File: src/rtl/vr_rr_arbiter.sv
// vr_rr_arbiter: packet-aware round-robin arbiter.
// NUM_REQ valid/ready requesters share one registered downstream port.
// A packet that starts with a non-last beat locks the grant until its last beat.
// After each packet, priority rotates to the requester just past the winner.
module vr_rr_arbiter #(
  parameter int WIDTH   = 32,
  parameter int NUM_REQ = 4,
  parameter int ID_W    = $clog2(NUM_REQ)
) (
  input  logic                     clk,
  input  logic                     rst,
  input  logic [NUM_REQ*WIDTH-1:0] up_data,
  input  logic [NUM_REQ-1:0]       up_valid,
  input  logic [NUM_REQ-1:0]       up_last,
  output logic [NUM_REQ-1:0]       up_ready,
  output logic [WIDTH-1:0]         down_data,
  output logic [ID_W-1:0]          down_id,
  output logic                     down_last,
  output logic                     down_valid,
  input  logic                     down_ready,
  output logic                     busy
);

  typedef enum logic {
    IDLE   = 1'b0,
    LOCKED = 1'b1
  } state_t;

  state_t            state_q, state_d;
  logic [ID_W-1:0]   gnt_q, gnt_d;
  logic [ID_W-1:0]   ptr_q, ptr_d;
  logic              down_valid_q, down_valid_d;
  logic [WIDTH-1:0]  down_data_q, down_data_d;
  logic [ID_W-1:0]   down_id_q, down_id_d;
  logic              down_last_q, down_last_d;

  logic [WIDTH-1:0]  up_data_arr [NUM_REQ];
  logic              load_ok;
  logic [ID_W:0]     cand;
  logic [ID_W-1:0]   win_idx;
  logic              win_found;
  logic [ID_W-1:0]   sel;
  logic [ID_W-1:0]   sel_inc;
  logic              up_xfer;

  // Split the flat data bus into one word per requester.
  for (genvar gi = 0; gi < NUM_REQ; gi++) begin : g_split
    assign up_data_arr[gi] = up_data[gi*WIDTH +: WIDTH];
  end

  // The output register can accept a beat when empty or draining this cycle.
  assign load_ok = !down_valid_q || down_ready;

  // Rotating-priority search: first valid requester starting at ptr, wrapping.
  // Iterate from the farthest offset down so the nearest one wins.
  always_comb begin
    win_found = 1'b0;
    win_idx   = '0;
    cand      = '0;
    for (int k = NUM_REQ - 1; k >= 0; k--) begin
      cand = {1'b0, ptr_q} + (ID_W+1)'(k);
      if (cand >= (ID_W+1)'(NUM_REQ)) begin
        cand = cand - (ID_W+1)'(NUM_REQ);
      end
      if (up_valid[cand[ID_W-1:0]]) begin
        win_found = 1'b1;
        win_idx   = cand[ID_W-1:0];
      end
    end
  end

  // Source whose beat may be accepted this cycle: search result or locked grant.
  assign sel     = (state_q == LOCKED) ? gnt_q : win_idx;
  assign sel_inc = (sel == ID_W'(NUM_REQ - 1)) ? '0 : sel + 1'b1;

  // One-hot ready. In LOCKED it depends only on state and load_ok, never on up_valid.
  always_comb begin
    up_ready = '0;
    if (!rst) begin
      if (state_q == LOCKED) begin
        up_ready[gnt_q] = load_ok;
      end else if (win_found) begin
        up_ready[win_idx] = load_ok;
      end
    end
  end

  assign up_xfer = |(up_valid & up_ready);

  // Next-state: output register load/drain, packet lock and priority rotation.
  always_comb begin
    state_d      = state_q;
    gnt_d        = gnt_q;
    ptr_d        = ptr_q;
    down_valid_d = down_valid_q;
    down_data_d  = down_data_q;
    down_id_d    = down_id_q;
    down_last_d  = down_last_q;

    if (down_valid_q && down_ready) begin
      down_valid_d = 1'b0;
    end

    if (up_xfer) begin
      down_valid_d = 1'b1;
      down_data_d  = up_data_arr[sel];
      down_id_d    = sel;
      down_last_d  = up_last[sel];
      if (up_last[sel]) begin
        state_d = IDLE;
        ptr_d   = sel_inc;
      end else begin
        state_d = LOCKED;
        gnt_d   = sel;
      end
    end
  end

  // State and output registers; reset discards any packet in flight.
  always_ff @(posedge clk or posedge rst) begin
    if (rst) begin
      state_q      <= IDLE;
      gnt_q        <= '0;
      ptr_q        <= '0;
      down_valid_q <= 1'b0;
      down_data_q  <= '0;
      down_id_q    <= '0;
      down_last_q  <= 1'b0;
    end else begin
      state_q      <= state_d;
      gnt_q        <= gnt_d;
      ptr_q        <= ptr_d;
      down_valid_q <= down_valid_d;
      down_data_q  <= down_data_d;
      down_id_q    <= down_id_d;
      down_last_q  <= down_last_d;
    end
  end

  assign down_valid = down_valid_q;
  assign down_data  = down_data_q;
  assign down_id    = down_id_q;
  assign down_last  = down_last_q;
  assign busy       = (state_q == LOCKED);

endmodule

File: config.mk
export PLATFORM = sky130hd
export DESIGN_NAME = vr_rr_arbiter
export DESIGN_NICKNAME = d
export VERILOG_FILES = /design/src/rtl/vr_rr_arbiter.sv
export SDC_FILE = /design/constraint.sdc
export NUM_CORES = 1
export LEC_CHECK = 0
export BUFFER_PORTS_ARGS = -buffer_cell sky130_fd_sc_hd__buf_2
export CORE_ASPECT_RATIO = 0.5
export CORE_MARGIN = 4
export CORE_UTILIZATION = 43
export DETAILED_ROUTE_END_ITERATION = 6
export PLACE_DENSITY = 0.81
export SLEW_MARGIN = 15
export SYNTH_ARGS = -nofsm -noshare
export SYNTH_HDL_FRONTEND = slang
export SYNTH_SLANG_ARGS = --single-unit
File: constraint.sdc
create_clock -name clk -period 3 [get_ports clk]
set_clock_uncertainty 0.2 [all_clocks]
set_input_delay 0.15 -clock clk [delete_from_list [all_inputs] [get_ports clk]]
set_output_delay 0.15 -clock clk [all_outputs]
set_load 0.01 [all_outputs]
; ---- After elaboration in Yosys (flattened, before gate mapping)
; Index checks and enable logic that the tools add are counted.
; W data, S select, Z words.
[totals]
register_bits = 41
inputBits = 139
output_inout_bits = 41
wordCells = 81
[classes]
add_sub_neg = 8
n_lt_le_gt_ge = 14
eq_ne = 1
n_mux = 37
bitwise = 5
reduce_logical = 9
[ops]
columns = cell, count
row1 = $bmux W32 S2, 1
row2 = $mux W32, 2
row3 = $lt A2 B3 Y1 const B, 7
row4 = $mux W2, 10
row5 = $mux W1, 14
row6 = $and A4 B4 Y4, 3
row7 = $ge A3 B3 Y1 const B, 4
row8 = $mux W4, 3
row9 = $bmux W1 S2, 5
row10 = $sub A2 B1 Y2 const B, 4
row11 = $add A2 B2 Y3 const B, 2
row12 = $demux W1 S2, 2
row13 = $ge A2 B1 Y1 const B, 2
row14 = $reduce_and A2 Y1, 2
row15 = $reduce_or A4 Y1, 1
row16 = $add A2 B1 Y3 const B, 1
row17 = $ge A2 B3 Y1 const B, 1
row18 = $logic_and A1 B1 Y1, 3
row19 = $not A2 Y3, 1
row20 = $add A2 B1 Y2 const B, 1
row21 = $eq A2 B2 Y1 const B, 1
row22 = $reduce_bool A2 Y1, 1
row23 = $logic_not A1 Y1, 1
row24 = $logic_or A1 B1 Y1, 1
row25 = $not A1 Y1, 1

; ---- Longest topological paths before layout
; Gate-level depths: netlist of the first run.
[depth]
depth_word = 20
ltp_mapped = 9
depth_no_buf = 7

; ---- Least setup slack after synthesis of the first run
; OpenSTA, ideal clock, no wires.
[synth_path]
kind = register to register
from = register ptr_q[1]
to = register down_id_q[0], in the netlist down_id[0]
setup_ns = 0.128
arrival_ns = 2.384
required_time_ns = 2.672
setup_slack_ns = 0.289
stages_incl_launch_ff = 9
n_path_buf = 1
synth_period_minus_slack_ns = 2.711
cell_sequence = dfrtp_1 > nand2_1 > a2111oi_1 > nor3_1 > nor3_1 > a32oi_4 > nand2_2 > buf_4 > mux2_1
[synth_via]
elab_chain_cells = 19
elab_cells_between_ends = 43
classes_between = add/sub (7) / order compare (6) / mux (26) / bitwise (2) / reduce/logical (2)
[synth_lines]
columns = element, line_no
row1 = from (decl), 31  ; logic [ID_W-1:0] ptr_q, ptr_d;
row2 = from (signal assigned), 132  ; ptr_q <= ptr_d;
row3 = $add A2 B2 Y3, 61  ; cand = {1'b0, ptr_q} + (ID_W+1)'(k);
row4 = $ge A3 B3 Y1 / $sub A2 B1 Y2 (equally long branches), "62, 63"
row5 = $mux W2, 62  ; if (cand >= (ID_W+1)'(NUM_REQ)) begin
row6 = $bmux W1 S2, 65  ; if (up_valid[cand[ID_W-1:0]]) begin
row7 = $mux W1 (not written as such), 65
row8 = $mux W2 (4 in series), 65
row9 = $lt A2 B3 Y1 (not written as such) / $ge A2 B1 Y1 (equally long branches), 83  ; up_ready[win_idx] = load_ok;
row10 = $logic_and A1 B1 Y1 (not written as such), 83
row11 = $mux W1 (not written as such), 83
row12 = $demux W1 S2, 83
row13 = $and A4 B4 Y4 (no source line), n/a
row14 = $mux W4 (*), 82  ; end else if (win_found) begin
row15 = $mux W4 (*), 80  ; if (state_q == LOCKED) begin
row16 = $mux W4 (*), 79  ; if (!rst) begin
row17 = named net up_ready[0], 15  ; output logic [NUM_REQ-1:0] up_ready,
row18 = $and A4 B4 Y4 (*), 88  ; assign up_xfer = |(up_valid & up_ready);
row19 = $reduce_or A4 Y1 (*), 88
row20 = to (signal assigned), 135  ; down_id_q <= down_id_d;
row21 = to (decl), 34  ; logic [ID_W-1:0] down_id_q, down_id_d;
; The timed path passes the listed nets; every way through them passes the cells marked *. The select of a mux whose other input is x is not followed.
; A chain may end at the register's enable or synchronous reset.

; ---- Worst setup path in the final report of the first run
[layout_path]
from = register ptr_q[1]
to = register gnt_q[1]
[layout_via]
elab_chain_cells = 20
elab_cells_between_ends = 47
classes_between = add/sub (7) / order compare (6) / mux (28) / bitwise (3) / reduce/logical (3)
[layout_lines]
columns = element, line_no
row1 = $add A2 B2 Y3, 61
row2 = $ge A3 B3 Y1 / $sub A2 B1 Y2 (equally long branches), "62, 63"
row3 = $mux W2, 62
row4 = $bmux W1 S2, 65
row5 = $mux W1 (not written as such), 65
row6 = $mux W2 (4 in series), 65
row7 = $lt A2 B3 Y1 (not written as such) / $ge A2 B1 Y1 (equally long branches), 83
row8 = $logic_and A1 B1 Y1 (not written as such), 83
row9 = $mux W1 (not written as such), 83
row10 = $demux W1 S2, 83
row11 = $and A4 B4 Y4 (no source line), n/a
row12 = $mux W4, 82
row13 = $mux W4, 80
row14 = $mux W4, 79
row15 = $and A4 B4 Y4, 88
row16 = $reduce_or A4 Y1, 88
row17 = $reduce_and A2 Y1 (no source line), n/a
row18 = to (signal assigned), 131  ; gnt_q <= gnt_d;
row19 = to (decl), 30  ; logic [ID_W-1:0] gnt_q, gnt_d;
; Several ways; a longest one is shown, not always the timed one. The select of a mux whose other input is x is not followed.

==> run metrics, run 1 <==
GR Util All Layers 21.01%; Final Critical Period 2.779 ns; starting density of the core 45.40%; Hold Path Class in -> reg; hold slack 0.01049 ns; WL final 8.627 mm; cell family with most CP delay multiplexers; CP startpoint kind flop; CTS tree yes; FF+latch count, synth 41; post-route antenna net violation count 0; HPWL Detailed 6.781 mm; Max IR drop VDD 0.5552 mV; input/output buffers 179; most frequent cells in the layout buf_2, nand2_1, dfrtp_1; CP Data Required Time 2.96 ns; global route total overflow 0; Final #Nets 627; maximum clock path buffer count 2; yosys warns 0; LEAKAGE 1.922 nW; outcome complete, no violations; final setup TNS 0 ns; Final Util 64.24%; core area 0.006231 mm^2; worst path buffer plus inverter count 0; crit path DAT 2.73 ns; Hold Fails Final Rpt 0; chip width 122.7 um; DRC viols 0; Worst-Margin Slew 0.5309 ns; slew margin rel. 64.61%; commonest non-fill, non-tap cell in the layout buf_2; vias per cell 5.205; crit-path max FO 6; Max Slew Vio Count 0; die height 65.36 um; Critical Path Max Stage Delay 0.63 ns; global-route wire length before repair 13.57 mm; Reg clk slew, reported paths 0.06 ns; post-synthesis sequential area ratio 36.27%; post-synth net total 454; Post-CTS Setup Bufs 0; fill count 532; Core Rows 20; # H-tree levels 2; drt first pass iters 4; crit end category flop; layout overhead on the synthesized area 41.49%; Top Ports 180; Ant. Diodes 0; CP cell instances or4_1 > a31oi_4 > mux2i_1 > mux2_2 > a21boi_1 > mux2_1; critical path class reg -> reg; number of buffers created by CTS 5; synthesized cell area 0.002829 mm^2; Cells after Synth 315; vias 3003; Max Cap Violations 0; final worst-path cycle share 92.64%; share of cells above drive strength 1 42.33%; Wirelength per Cell 14.95 um; Yosys cell types 35; Final Setup Violations 0; RSZ-0062 raised after global routing false; # clock sinks 41; largest net degree at the start of global routing 42; Worst-Skew Late Latency 0.28 ns; CP max-delay cell or4_1; RePlAce Congestion 0.8314; vias in the first global route 2869; pwr/cell area 1109 mW/mm^2; clock root buffer clkbuf_16; DRT iter0 DRCs 236; die area 0.008020 mm^2; syn_area_per_cell 8.981 um^2; Fmax 359.8 MHz; initial antenna violation count 0
## path summary, 6_finish.rpt
| check | slack (ns) | cells after the start | start | end |
|---|---|---|---|---|
| worst max-delay path | 0.22 | 6 | ptr_q[1]$_DFFE_PP0P_ | gnt_q[1]$_DFFE_PP0P_ |
| min in group asynchronous | 0.38 | 4 | rst | down_data[12]$_DFFE_PP0P_ |
| worst min-delay path | 0.01 | 3 | up_valid[2] | down_id[1]$_DFFE_PP0P_ |
| worst max register to register | 0.22 | 6 | ptr_q[1]$_DFFE_PP0P_ | gnt_q[1]$_DFFE_PP0P_ |
| worst min register to register | 0.28 | 1 | down_data[31]$_DFFE_PP0P_ | down_data[31]$_DFFE_PP0P_ |
| max in group asynchronous | 1.84 | 4 | rst | down_data[14]$_DFFE_PP0P_ |
## per-stage QoR
stage,worst slack [ns],power (W),cells,cell area [um^2]
after floorplan,0.2888,0.003037,315,2829
after global placement,0.2668,0.003791,568,3820
after detailed placement,0.2606,0.003839,568,3820
after CTS,0.2234,0.004483,577,4003
after global routing,0.04574,0.004842,577,4003
final,0.2209,0.004439,577,4003
## synthesized netlist by cell type
master	number	area, um^2
or4b_4	1	13.76
nor3_1	5	25.02
and2_1	34	212.7
buf_2	6	30.03
o211ai_1	1	7.510
clkbuf_1	15	56.30
mux2i_1	3	30.03
a21boi_1	1	7.510
a21oi_1	1	5.000
nor2_1	5	18.77
o21ai_0	1	5.000
dfrtp_1	41	1026
a32oi_4	2	55.05
a211o_1	2	17.52
nor4_1	1	6.260
nand2_1	67	251.5
a31oi_2	1	12.51
xnor2_1	1	8.760
buf_4	3	22.52
mux2_2	1	11.26
o21a_1	2	15.01
a31o_1	1	8.760
a31oi_1	33	206.5
a31oi_4	1	21.27
nand3_1	2	10.01
mux2_1	36	405.4
or3_1	1	6.260
nor2b_1	5	31.28
inv_1	4	15.01
nand2b_1	1	6.260
nand2_2	1	6.260
a2111oi_1	1	10.01
a21oi_2	1	8.760
a211oi_1	33	247.7
or4_1	1	7.510
## cells by family (layout without fill, tap and decap cells)
group	count (synthesis)	in the layout	share of synthesized area (%)
AND/OR/NAND/NOR	124	124	21.05
AO/OA/AOI/OAI	81	81	22.20
flip-flops	41	41	36.27
multiplexers	40	40	15.79
buffers and inverters	28	202	4.378
XOR/XNOR	1	1	0.3097
## layout make-up
cell class	count	area [um^2]	share of cell area (%)
flip-flops and latches	41	1026	25.63
clock inverters	1	30.03	0.7502
well taps	88	110.1	2.751
repair buffers	190	993.5	24.82
clock buffers	7	142.6	3.564
inverters	4	15.01	0.3751
multi-input cells	246	1685	42.11
## routing by layer
| layer | up-vias | GRT usage (%) | wire (um) |
|---|---|---|---|
| li1 | 1487 | - | - |
| met1 | 1425 | 27.11 | 3623 |
| met2 | 83 | 36.85 | 4489 |
| met3 | 8 | 3.181 | 409 |
| met4 | 0 | 5.858 | 105 |
| met5 | - | 0 | 0 |
## flip-flops by register name (all words and copies together) (netlist names)
name,flops
down_data,32
down_id,2
gnt_q,2
ptr_q,2
busy,1
down_last,1
down_valid,1
## worst register-to-register path, cell delays in order, from the launching register on
cell	delay (ns)
dfrtp_1	0.43
or4_1	0.64
a31oi_4	0.29
mux2i_1	0.25
mux2_2	0.20
a21boi_1	0.29
mux2_1	0.37
## report_power, final
part	switching [W]	internal, W
combinational	0.00158	0.00123
clock	0.000201	0.000415
sequential	0.000157	0.000856
total	0.00194	0.00250
## what timing repair did
item,CTS,global route
hold endpoints to repair,41,0
hold buffers,1,0
gates resized for setup,0,0
Note: power is estimated with default switching activity, not from simulation.
==> run 2: changes to the inputs <==
--- a/config.mk
+++ b/config.mk
@@ -9,7 +9,7 @@
 export CORE_ASPECT_RATIO = 0.5
 export CORE_MARGIN = 4
-export CORE_UTILIZATION = 43
+export CORE_UTILIZATION = 30
 export DETAILED_ROUTE_END_ITERATION = 6
-export PLACE_DENSITY = 0.81
+export HOLD_SLACK_MARGIN = 0.1
 export SLEW_MARGIN = 15
 export SYNTH_ARGS = -nofsm -noshare
==> constraint.sdc (replaced) <==
create_clock -name clk -period 3 [get_ports clk]
set_clock_uncertainty 0.2 [all_clocks]
set_input_delay 0.45 -clock clk [delete_from_list [all_inputs] [get_ports clk]]
set_output_delay 0.45 -clock clk [all_outputs]
set_load 0.01 [all_outputs]
==> run metrics, run 2 (synthesis results as in run 1) <==
starting density of the core 31.61%; commonest non-fill, non-tap cell in the layout buf_2; GR Util All Layers 15.82%; LEAKAGE 1.942 nW; CP max-delay cell or4_1; crit path DAT 2.75 ns; Worst-Margin Slew 0.5275 ns; CP Data Required Time 2.96 ns; WL final 9.257 mm; worst path buffer plus inverter count 1; R2R depth 7; DRT iter0 DRCs 98; number of buffers created by CTS 5; vias 2951; input/output buffers 179; die height 76.67 um; Fmax 358.6 MHz; CTS tree yes; most frequent cells in the layout buf_2, nand2_1, dfrtp_1; Final Setup Violations 0; Top Ports 180; Final Critical Period 2.789 ns; # hold bufs at CTS 0; Core Rows 24; global-route wire length before repair 14.56 mm; # clock sinks 41; placed cell areas 0.003926 mm^2; die area 0.01114 mm^2; Levels on crit path 7; largest net degree at the start of global routing 42; core area 0.008949 mm^2; cell family with most CP delay multiplexers; Critical Path Max Stage Delay 0.61 ns; Max IR drop VDD 0.4997 mV; finished layout cell area 0.004069 mm^2; chip width 145.3 um; Post-CTS Setup Bufs 0; initial antenna violation count 0; Max Slew Vio Count 0; drt first pass iters 4; hold slack 0.1354 ns; Worst-Skew Late Latency 0.28 ns; RSZ-0062 raised after global routing false; final setup TNS 0 ns; DRC viols 0; slew margin rel. 64.84%; Reg clk slew, reported paths 0.06 ns; layout overhead on the synthesized area 43.83%; outcome complete, no violations; Final #Nets 632; Ant. Diodes 0; vias per cell 4.838; RePlAce Congestion 0.8387; post-route antenna net violation count 0; post-cts repair resize count 0; Wirelength per Cell 15.18 um; Hold Fails Final Rpt 0; vias in the first global route 2857; crit end category flop; # H-tree levels 2; crit-path max FO 6; critical path class reg -> reg; share of cells above drive strength 1 43.00%; maximum clock path buffer count 2; HPWL Detailed 7.233 mm; final worst-path cycle share 92.96%; global route total overflow 0; CP cell instances or4_1 > buf_4 > a31oi_4 > mux2i_1 > mux2_2 > a21boi_1 > mux2_1; Hold Path Class in -> async; Max Cap Violations 0; clock root buffer clkbuf_16; max reg flops 32; pwr/cell area 1103 mW/mm^2; CP startpoint kind flop
run 2: changes by cell type in the layout (fill, tap and decap cells not counted):
| cell | delta |
|---|---|
| buf_12 | +2 |
| buf_4 | +4 |
| bufinv_16 | -1 |
| dlygate4sd3_1 | -1 |
run 2: where the power goes:
group / internal, W / switching [W]
Sequential: 0.000856 / 0.000157
Clock: 0.000327 / 0.000209
Combinational: 0.00131 / 0.00163
Total: 0.00249 / 0.00200
run 2: path summary, 6_finish.rpt:
path	startpoint	end	slack, ns
min in group clk	down_data[31]$_DFFE_PP0P_	down_data[31]$_DFFE_PP0P_	0.28
setup / recovery	ptr_q[1]$_DFFE_PP0P_	gnt_q[0]$_DFFE_PP0P_	0.21
max in group asynchronous	rst	down_data[28]$_DFFE_PP0P_	2.10
hold reg to reg	down_data[31]$_DFFE_PP0P_	down_data[31]$_DFFE_PP0P_	0.28
setup reg to reg	ptr_q[1]$_DFFE_PP0P_	gnt_q[0]$_DFFE_PP0P_	0.21
hold / removal	rst	down_data[11]$_DFFE_PP0P_	0.14
run 2: cell type report:
class                           count  area (um^2)
Fill cell                         924         4880
Multi-Input combinational cell    246         1685
Timing Repair Buffer              195         1054
Sequential cell                    41         1026
Tap cell                          117        146.4
Clock buffer                        7        142.6
Inverter                            4        15.01
run 2: worst register-to-register path, delay by kind of cell (launching register included):
family,cells,cell delay [ns]
buf+inv,1,0.18
simple gates,1,0.62
flops,1,0.43
mux,3,0.76
compound gates,2,0.48
run 2: stage by stage:
step           std cells  power, W  util, %  setup slack (ns)
2_1_floorplan        315  0.003037        -            0.1672
3_3_place_gp         603  0.003961    43.88          0.004239
3_5_place_dp         603  0.004005    43.88          -0.03119
4_1_cts              610  0.004561    45.47            0.1815
5_1_grt              610  0.004901    45.47           0.05100
6_report             610  0.004489    45.47            0.2111
run 2: metal layers:
metal  up-vias  share of wire [%]  track usage [%]
met2        60                 50            27.18
met1      1388                 45            20.57
met5         -                  0                0
met4         0               0.92            3.220
li1       1497                  -                -
met3         6                3.7            3.592
==> run 3: changes to the inputs <==
--- a/config.mk
+++ b/config.mk
@@ -12,4 +12,5 @@
 export DETAILED_ROUTE_END_ITERATION = 6
 export HOLD_SLACK_MARGIN = 0.1
+export REMOVE_ABC_BUFFERS = 1
 export SLEW_MARGIN = 15
 export SYNTH_ARGS = -nofsm -noshare
==> constraint.sdc (replaced) <==
create_clock -name clk -period 3 [get_ports clk]
set_clock_uncertainty 0.2 [all_clocks]
set_input_delay 0.3 -clock clk [delete_from_list [all_inputs] [get_ports clk]]
set_output_delay 0.3 -clock clk [all_outputs]
set_load 0.01 [all_outputs]
==> run metrics, run 3 (synthesis results as in run 1) <==
Max Slew Vio Count 0; fill count 928; Final Critical Period 2.758 ns; combinational power share 65.6%; Post-CTS Setup Bufs 0; GR Util All Layers 15.50%; vias in the first global route 2773; Core Rows 24; # clock sinks 41; Wirelength per Cell 15.23 um; Reg area 0.001026 mm^2; vias 2944; initial antenna violation count 0; Max IR drop VDD 0.5186 mV; R2R Setup Slk 0.24 ns; chip width 145.3 um; area of the multi-input gates 0.001690 mm^2; Overall Power 0.004447 W; maximum clock path buffer count 2; fin cells 605; Hold Path Class in -> reg; critical path class reg -> reg; RePlAce Congestion 0.8702; crit-path max FO 25; Clock Power Share 11.6%; HPWL Detailed 7.216 mm; Top Ports 180; input/output buffers 179; layout overhead on the synthesized area 42.33%; max reg flops 32; Final #Nets 627; Switching Share 45.14%; Max Cap Violations 0; most frequent cells in the layout buf_2, nand2_1, dfrtp_1; CP startpoint kind flop; CP Data Required Time 2.96 ns; share of cells above drive strength 1 42.42%; die area 0.01114 mm^2; Hold Fails Final Rpt 0; starting density of the core 31.61%; CTS tree yes; WL final 9.214 mm; sequential power share 22.7%; drt first pass iters 4; Worst-Skew Late Latency 0.27 ns; hold slack 0.1426 ns; crit end category flop; Worst-Margin Slew 0.5379 ns; Final Setup Violations 0; Fmax 362.6 MHz; largest net degree at the start of global routing 42; pwr/cell area 1105 mW/mm^2; DRC viols 0; DRT iter0 DRCs 123; crit path DAT 2.71 ns; clock root buffer clkbuf_16; commonest non-fill, non-tap cell in the layout buf_2; Reg clk slew, reported paths 0.05 ns; global route total overflow 0; global-route wire length before repair 14.35 mm; RSZ-0062 raised after global routing false; number of buffers created by CTS 5; Ant. Diodes 0; placed cells 597; Internal 0.002440 W; outcome complete, no violations; LEAKAGE 1.912 nW; slew margin rel. 64.14%; die height 76.67 um; Sw Pwr 0.002007 W; post-route antenna net violation count 0; vias per cell 4.866; core area 0.008949 mm^2; # H-tree levels 2; final worst-path cycle share 91.92%
-- run 3: cell count changes in the layout (fill, tap and decap cells not counted), sizes merged --
cell | before | now
buf | 195 | 189
dlygate4sd3 | 0 | 1
-- run 3: per-layer routing --
metal,up-vias,GRT usage [%],wire (um)
met5,-,0,0
met4,0,2.557,86
met3,6,3.298,205
met2,44,27.78,4817
met1,1404,19.64,4105
li1,1490,-,-
-- run 3: cell type report --
class                      count  share of cell area [%]
clock buffer                   7                   3.543
sequential                    41                   25.48
inverter                       4                  0.3729
multi-input combinational    246                   41.98
tap                          117                   3.636
timing repair buffer         190                   24.98
-- run 3: final timing paths --
| path | from | to | depth (start not counted) |
|---|---|---|---|
| setup / recovery | busy$_DFFE_PP0P_ | down_data[7]$_DFFE_PP0P_ | 8 |
| min in group asynchronous | rst | gnt_q[1]$_DFFE_PP0P_ | 4 |
| hold reg to reg | down_data[11]$_DFFE_PP0P_ | down_data[11]$_DFFE_PP0P_ | 1 |
| setup reg to reg | busy$_DFFE_PP0P_ | down_data[7]$_DFFE_PP0P_ | 8 |
| hold / removal | down_ready | down_valid$_DFFE_PP0P_ | 3 |
| max in group asynchronous | rst | down_data[16]$_DFFE_PP0P_ | 4 |
-- run 3: power by group through the flow --
stage	sequential (W)	clock, W	combinational (W)
floorplan	0.00113	0	0.00176
global placement	0.00101	0	0.00290
detailed placement	0.00102	0	0.00294
CTS	0.00101	0.000539	0.00295
global route	0.00105	0.000571	0.00321
finish	0.00101	0.000518	0.00292
-- run 3: timing repair --
item,CTS,global route
setup endpoints to repair,0,34
hold buffers,1,0
resized for setup,0,1
endpoints found under the hold margin,41,0
-- run 3: through the flow --
stage / util [%] / setup TNS, ns / worst slack [ns] / area (um^2)
2_1_floorplan: - / -62.51 / -1.874 / 2720
3_3_place_gp: 43.23 / 0 / 0.1835 / 3869
3_5_place_dp: 43.23 / 0 / 0.05086 / 3869
4_1_cts: 44.94 / 0 / 0.07219 / 4021
5_1_grt: 44.99 / 0 / 0.09834 / 4026
6_report: 44.99 / 0 / 0.2424 / 4026
-- run 3: critical path: stages, from the launching register on --
cell and delay, ns:
dfrtp_1 0.47, inv_1 0.24, nor2_1 0.10, or3_2 0.56, buf_4 0.25, and2_1 0.18
a211oi_1 0.25, a31oi_1 0.07, mux2_1 0.30
